$ cat src/rtl/seq_divider_4by2_pkg.sv
// Shared state encoding and width defaults for the sequential restoring divider.
// Latency: n/a (declarations only). Backpressure: n/a.
// Counter width helper guards the DVD_W=1 corner where $clog2 would give 0.
package seq_divider_4by2_pkg;

  typedef enum logic [1:0] {
    IDLE = 2'd0,
    RUN  = 2'd1,
    DONE = 2'd2
  } state_t;

  localparam int DEF_DVD_W = 4;
  localparam int DEF_DVS_W = 2;

  function automatic int cnt_w(input int w);
    return (w > 1) ? $clog2(w) : 1;
  endfunction

  localparam int DEF_CNT_W = cnt_w(DEF_DVD_W);

endpackage

$ cat src/rtl/seq_divider_4by2_div_step.sv
// One restoring-division step: shift in a dividend bit, subtract divisor if it fits.
// Latency: purely combinational. Backpressure: none.
// Remainder in is always < divisor, so the restored result fits back in DVS_W bits.
module seq_divider_4by2_div_step
  import seq_divider_4by2_pkg::*;
#(
  parameter int DVS_W = DEF_DVS_W
) (
  input  logic [DVS_W-1:0] rem_in,
  input  logic             dvd_bit,
  input  logic [DVS_W-1:0] divisor,
  output logic [DVS_W-1:0] rem_out,
  output logic             q_bit
);

  logic [DVS_W:0] r_ext;
  logic [DVS_W:0] dvs_ext;

  assign r_ext   = {rem_in, dvd_bit};
  assign dvs_ext = {1'b0, divisor};
  assign q_bit   = (r_ext >= dvs_ext);
  assign rem_out = DVS_W'(q_bit ? (r_ext - dvs_ext) : r_ext);

endmodule

$ cat src/rtl/seq_divider_4by2.sv
// Sequential unsigned restoring divider, one quotient bit per clock (SEQ_DIVIDER_SELFCHECK_EN adds chk_err).
// Latency: DVD_W edges after the accepting edge (1 edge for divide-by-zero). Backpressure: start taken only while ready.
// Results hold until the next accepted start completes; rst clears everything synchronously.
module seq_divider_4by2
  import seq_divider_4by2_pkg::*;
#(
  parameter int DVD_W = DEF_DVD_W,
  parameter int DVS_W = DEF_DVS_W
) (
  input  logic             clk,
  input  logic             rst,
  input  logic             start,
  input  logic [DVD_W-1:0] dividend,
  input  logic [DVS_W-1:0] divisor,
  output logic             ready,
  output logic             busy,
  output logic             done,
  output logic [DVD_W-1:0] quotient,
  output logic [DVS_W-1:0] remainder,
  output logic             div_zero
`ifdef SEQ_DIVIDER_SELFCHECK_EN
 ,output logic             chk_err
`endif
);

  localparam int CNT_W = cnt_w(DVD_W);

  state_t           state, state_nxt;
  logic [CNT_W-1:0] cnt;
  logic [DVD_W-1:0] dvd_sh;
  logic [DVD_W-1:0] quo_sh;
  logic [DVS_W-1:0] rem_r;
  logic [DVS_W-1:0] dvs_r;
  logic [DVS_W-1:0] step_rem;
  logic             step_q;
  logic [DVD_W-1:0] quo_nxt;
  logic             accept;
  logic             run_last;

  seq_divider_4by2_div_step #(.DVS_W(DVS_W)) u_step (
    .rem_in  (rem_r),
    .dvd_bit (dvd_sh[DVD_W-1]),
    .divisor (dvs_r),
    .rem_out (step_rem),
    .q_bit   (step_q)
  );

  assign quo_nxt  = DVD_W'({quo_sh, step_q});
  assign run_last = (state == RUN) && (cnt == '0);

  always_ff @(posedge clk) begin
    if (rst) state <= IDLE;
    else     state <= state_nxt;
  end

  always_comb begin
    state_nxt = state;
    ready     = 1'b0;
    busy      = 1'b0;
    done      = 1'b0;
    case (state)
      IDLE: begin
        ready = 1'b1;
        if (start) state_nxt = (divisor == '0) ? DONE : RUN;
      end
      RUN: begin
        busy = 1'b1;
        if (cnt == '0) state_nxt = DONE;
      end
      DONE: begin
        ready = 1'b1;
        done  = 1'b1;
        // A start in the done cycle relaunches without passing through IDLE.
        if (start) state_nxt = (divisor == '0) ? DONE : RUN;
        else       state_nxt = IDLE;
      end
      default: state_nxt = IDLE;
    endcase
    accept = ready && start;
  end

  always_ff @(posedge clk) begin
    if (rst) begin
      cnt       <= '0;
      dvd_sh    <= '0;
      quo_sh    <= '0;
      rem_r     <= '0;
      dvs_r     <= '0;
      quotient  <= '0;
      remainder <= '0;
      div_zero  <= 1'b0;
    end else if (accept) begin
      cnt    <= CNT_W'(DVD_W - 1);
      dvd_sh <= dividend;
      quo_sh <= '0;
      rem_r  <= '0;
      dvs_r  <= divisor;
      if (divisor == '0) begin
        quotient  <= '1;
        remainder <= '0;
        div_zero  <= 1'b1;
      end
    end else if (state == RUN) begin
      cnt    <= cnt - 1'b1;
      dvd_sh <= dvd_sh << 1;
      quo_sh <= quo_nxt;
      rem_r  <= step_rem;
      if (run_last) begin
        quotient  <= quo_nxt;
        remainder <= step_rem;
        div_zero  <= 1'b0;
      end
    end
  end

`ifdef SEQ_DIVIDER_SELFCHECK_EN
  localparam int RW = DVD_W + DVS_W + 1;

  logic [DVD_W-1:0] dvd_cap;
  logic [RW-1:0]    recon;

  // Rebuild the dividend from the final step's results so a fault shows on the same edge.
  assign recon = RW'(quo_nxt) * RW'(dvs_r) + RW'(step_rem);

  always_ff @(posedge clk) begin
    if (rst) begin
      dvd_cap <= '0;
      chk_err <= 1'b0;
    end else if (accept) begin
      dvd_cap <= dividend;
      if (divisor == '0) chk_err <= 1'b0;
    end else if (run_last) begin
      chk_err <= (recon != RW'(dvd_cap));
    end
  end
`endif

endmodule

$ cat config.mk
export PLATFORM = sky130hd
export DESIGN_NAME = seq_divider_4by2
export DESIGN_NICKNAME = d
export VERILOG_FILES = /design/src/rtl/seq_divider_4by2_pkg.sv /design/src/rtl/seq_divider_4by2_div_step.sv /design/src/rtl/seq_divider_4by2.sv
export SDC_FILE = /design/constraint.sdc
export NUM_CORES = 1
export LEC_CHECK = 0
export CAP_MARGIN = 20
export CORE_UTILIZATION = 35
export CTS_CLUSTER_SIZE = 40
export DETAILED_ROUTE_END_ITERATION = 10
export DONT_BUFFER_PORTS = 1
export HOLD_SLACK_MARGIN = 0.08
export PLACE_DENSITY = 0.47
export RECOVER_POWER = 25
export SLEW_MARGIN = 20
export SYNTH_ARGS = -nofsm -noshare
export SYNTH_HDL_FRONTEND = slang
export SYNTH_SLANG_ARGS = --single-unit
$ cat constraint.sdc
create_clock -name clk -period 1.31 [get_ports clk]
set_input_delay 0.262 -clock clk [delete_from_list [all_inputs] [get_ports clk]]
set_output_delay 0.262 -clock clk [all_outputs]
set_load 0.01 [all_outputs]
==> results of run 1 <==
-- layout by cell type, fill, tap and decap left out, types with 2 or more instances in the layout --
cell            n
nand2_1         7
inv_2           2
nand2b_1        3
clkbuf_4        3
a21oi_1         6
buf_4          11
dfxtp_1        16
dfxtp_2         6
a211oi_2        3
a22oi_1         5
inv_1           3
nor3_1          4
nor2_2          2
dlygate4sd3_1   3
nor2b_1         4
mux2i_1         3
ha_4            2
nor2_1         16
-- stage by stage --
step,instance area (um^2),instances
floorplan,1020,104
global route,1280,150
finish,1280,150
detailed placement,1120,140
CTS,1240,148
global placement,1120,140
-- registers in the layout (all words and copies together), names as in the netlist --
register and cells:
cnt 2, div_zero 1, dvd_sh 4, dvs_r 2
quo_sh 3, quotient 4, rem_r 2, remainder 2
state 2
-- cell type report --
type,instances,area share (%)
clock inverters,1,2.35
multi-input cells,72,43.3
inverters,5,1.47
repair buffers,17,13.2
well taps,30,2.93
flip-flops and latches,22,35.0
clock buffers,3,1.76
-- timing repair --
action,CTS,global route
pin swaps,4,3
hold buffers,3,0
cloned,0,1
endpoints found under the setup margin,5,7
buffers inserted,1,1
gates resized for setup,12,3
endpoints found under the hold margin,16,0
-- worst register-to-register path, stage by stage (launching register included) --
cell and delay (ns):
dfxtp_2 0.36, inv_2 0.04, ha_4 0.16, or2_4 0.27
o21ai_2 0.13, o31ai_2 0.09, o32ai_1 0.24
-- cell families (layout without fill, tap and decap cells) --
kind of cell	count (synthesis)	after routing	synth area share, %
and+or+nand+nor	42	42	22.6
buffers and inverters	10	26	5.46
adders and majority gates	3	3	3.81
DFF	22	22	44.7
AOI/OAI and AO/OA	24	24	20.4
muxes	3	3	3.05
-- how the worst max path moves through the flow --
stage / from / endpoint / slack, ns
after global placement: dvs_r[1] / remainder[0] / -0.07
after global routing: dvd_sh[3] / rem_r[1] / -0.11
after detailed placement: dvs_r[1] / remainder[0] / -0.08
after floorplan: dvs_r[1] / remainder[0] / 0.004
final: dvs_r[1] / remainder[0] / -0.06
after CTS: dvd_sh[3] / rem_r[1] / -0.03
-- metal layers --
metal  track usage, %  vias to the layer above
met4             2.50                        0
li1                 -                      400
met3             5.19                        2
met2             26.1                       13
met5                0                        -
met1             21.1                      351
-- power groups by stage --
stage / clock network (mW) / registers [mW] / logic, mW
4_1_cts: 0.555 / 0.756 / 0.338
2_1_floorplan: 0 / 0.763 / 0.214
3_3_place_gp: 0 / 0.767 / 0.285
3_5_place_dp: 0 / 0.768 / 0.289
5_1_grt: 0.578 / 0.763 / 0.387
6_report: 0.532 / 0.756 / 0.354
==> reports/results.ini, run 1 <==
[power]
p_sw_uw=428
p_comb_share_pct=21.6
power.internal_mw=1.21
p_per_area_mw_per_mm2=1280
p_clk_share_pct=32.4
seqPwrFrac_pct=46.0
power.total_mw=1.64
vdd_ir_drop_max_uv=960
p_leak_nw=0.480
p_sw_share_pct=26.0

[die]
dieArea_mm2=0.00303
start_util_pct=38.4
die_x_um=55.1
chipHeight_um=55.1
io_pins=19
rows=18
core_area_mm2=0.00257

[routing]
dr.pass1.iters=4
drc=0
dr_total_vias=766
routed.top_layer=met4
wl_per_cell_um=14.8
wl_met1_mm=1.12
drtIter0Drc=11
routed_wl_mm=2.22
ant_nets=0
wl_met3_um=89
route.met2.wl_um=993
vias_per_cell=5.11

[synth]
synth_most_common_cell=dfxtp_1
syn-num-nets=116
synthArstFlopShare_pct=0
yosys_register_bits=22
synth_area_um2=986
synth_edf_count=0
synth_top_cells_by_count=dfxtp_1 (22), nor2_1 (16), nand2_1 (7)
synth_area_per_cell_um2=9.48
synth_top_area_share_pct=44.7
yosys_warnings=0
synth.top_cells.by_area=dfxtp_1 (45%), nor2_1 (6.1%), a22oi_1 (3.8%)
syn_inst=104
ys_seq_area_share_pct=44.7
synth_top_area_cell=dfxtp_1
yosysUniqueCellTypes=33
ys.flop_type=dfxtp_1

[min_path]
worstHoldPathCells=2
worst_hold_path_type=in -> reg
min_from=rst
hold_end=remainder[1]

[run]
cap_violations=0

[clock_network]
cts_buffers=3
cts-root-buf=clkbuf_4
clkSlewWorstSetupHoldPaths_ns=0.13
clockBufferDepth=2
h-tree-depth=1
clk_latency_ns=0.31
cts_tree=done
cts_sinks=22

[sta]
timing.final.crit_period_ns=1.37
finalWorstSetupSlack_ns=-0.0568
rsz0062_at_grt=true
finalClockSkew_ns=0.00646
max_freq_ghz=0.732
max_slew_margin_pct=57.1
timing.final.crit_share_pct=104
setup_viol=3
worst_slew_pin_slew_ns=0.642
slew_viol_final=0
setup_tns_ns=-0.0774
hold_ws_ns=0.103
finalHoldViolations=0

[critical_path]
crit_path_start_kind=flip-flop
path_max_fanout=4
crit_path_end_kind=flip-flop
worst-path-buf-inv=1
critPathKind=reg -> reg
crit_family=compound AO/OA/AOI/OAI gates
reg2reg_depth=6
cp.arrival_ns=1.60
reg2reg_to=remainder[0]
cp_cell_sequence=inv_2, ha_4, or2_4, o21ai_2, o31ai_2, o32ai_1
cp_slowest_cell=dfxtp_2
r2r_start=dvs_r[1]
cp.depth=6
cp_data_required_time_ns=1.54
critPathMaxStageDelay_ns=0.36
r2r_slack_ns=-0.06

[global_routing]
grtUsageTotal_pct=16.1
grt_max_degree=17
grt_pass1_wl_mm=3.29
antenna_found_initial=0
grt_pass1_vias=686
grt_overflow=0

[final_layout]
nFillCells=270
utilization_pct=49.9
final_nets=133
syn_to_final_growth_pct=29.8
antennaDiodeCount=0
seq_area_um2=448
drive_gt1_share_pct=35.8
multi_input_area_um2=554

[status]
violations=setup timing
outcome=finished, violations left

[placement]
gp_congestion=0.844
place_ws_ns=-0.0838
dpl.hpwl_mm=1.49
io_buffer_count=0

Power figures use the tool's default switching activity.
==> inputs of run 2 (changes only) <==
- CORE_ASPECT_RATIO: default -> 1.4
- CTS_BUF_LIST: default -> sky130_fd_sc_hd__clkbuf_16
- REMOVE_ABC_BUFFERS: default -> 1
==> reports/results.ini, run 2 (synthesized netlist as in run 1, its figures left out) <==
[placement]
dpl.hpwl_mm=1.46
dpl-instance-area_mm2=0.00111
dp.cells=148
gp_congestion=0.687
io_buffer_count=0

[clock_network]
h-tree-depth=1
clk_latency_ns=0.25
cts_tree=done
cts-root-buf=clkbuf_16
cts_sinks=22
clkSlewWorstSetupHoldPaths_ns=0.06
clockBufferDepth=2
cts_buffers=3

[final_layout]
final_nets=128
syn_to_final_growth_pct=31.5
multi_input_area_um2=597
final_common_cell=dfxtp_1
nFillCells=264
final_cell_mix=dfxtp_1 (19), nor2_1 (16), buf_4 (9)
final_area_mm2=0.00130
drive_gt1_share_pct=33.9
stdcell_count=151
antennaDiodeCount=0
reg.largest.list=dvd_sh: 4 flops, quotient: 4 flops, quo_sh: 3 flops
seq_area_um2=447

[sta]
max_slew_margin_pct=81.0
max_freq_ghz=0.723
rsz0062_at_grt=true
slew_viol_final=0
worst_slew_pin_slew_ns=0.286
finalClockSkew_ns=0.00181
timing.final.crit_share_pct=106
setup_viol=4
finalWorstSetupSlack_ns=-0.0724
timing.final.crit_period_ns=1.38
finalHoldViolations=0

[critical_path]
path_max_fanout=4
critPathMaxStageDelay_ns=0.37
cp_slowest_cell=dfxtp_4
crit_path_end_kind=flip-flop
cp_data_required_time_ns=1.45
crit_path_start_kind=flip-flop
cp.arrival_ns=1.52
crit_family=compound AO/OA/AOI/OAI gates
critPathKind=reg -> reg
cp_cell_sequence=ha_4, a2111oi_4, a211oi_2, mux2i_1, nor2_1
worst-path-buf-inv=0

[die]
io_pins=19
start_util_pct=37.3
dieArea_mm2=0.00304
core_area_mm2=0.00264
rows=22
die_x_um=46.9
chipHeight_um=64.8

[routing]
drc=0
drtIter0Drc=6
ant_nets=0
vias_per_cell=4.95
dr.pass1.iters=4
routed_wl_mm=2.13
dr_total_vias=748
wl_per_cell_um=14.1

[power]
p_leak_nw=0.479
p_per_area_mw_per_mm2=1340
vdd_ir_drop_max_uv=820

[min_path]
worst_hold_path_type=in -> reg

[global_routing]
grt_overflow=0
grt_pass1_vias=788
grt_pass1_wl_mm=3.66
grt_max_degree=21
grtUsageTotal_pct=16.6
antenna_found_initial=0

[status]
violations=setup timing
outcome=finished, violations left

[run]
cap_violations=0

[run 2: repair_timing]
item	4_1_cts	5_1_grt
gates resized for setup	22	4
pin swaps	5	4
setup buffers	1	0
endpoints found under the hold margin	11	9
gates cloned	0	0
setup endpoints to repair	7	7
[run 2: final timing paths]
kind / startpoint / cells past startpoint / slack, ns / endpoint
hold reg to reg: dvd_sh[2] / 2 / 0.45 / dvd_sh[2]
setup reg to reg: rem_r[0] / 5 / -0.07 / rem_r[1]
hold / removal: rst / 1 / 0.08 / dvs_r[1]
setup / recovery: rem_r[0] / 5 / -0.07 / rem_r[1]
[run 2: final cells by class]
type	count	share of cell area, %
Clock inverter	1	0.290
Timing Repair Buffer	12	8.49
Inverter	5	1.45
Clock buffer	3	5.79
Tap cell	36	3.47
Multi-Input combinational cell	72	46.0
Sequential cell	22	34.5
[run 2: report_power, final]
part / leakage [nW] / switching, mW / internal (mW)
logic: 0.258 / 0.170 / 0.186
clock network: 0.0385 / 0.224 / 0.406
registers: 0.182 / 0.0398 / 0.715
[run 2: through the flow]
stage | utilization [%] | TNS (ns) | hold slack, ns | power (mW) | setup WS, ns
floorplan | - | -0.152 | 0.330 | 0.938 | -0.0934
global placement | 41.9 | -0.628 | 0.334 | 1.04 | -0.160
detailed placement | 41.9 | -0.854 | 0.335 | 1.05 | -0.188
CTS | 48.5 | -0.244 | 0.0649 | 1.76 | -0.0604
global route | 49.1 | -0.367 | 0.0647 | 1.84 | -0.140
finish | 49.1 | -0.112 | 0.0754 | 1.74 | -0.0724
[run 2: routing by layer]
layer  GRT usage (%)  vias to the layer above  wire length (um)
met2            29.0                       18              1170
met3            3.62                        4                93
li1                -                      385                 -
met1            18.5                      341               831
met4            6.79                        0                36
met5               0                        -                 0
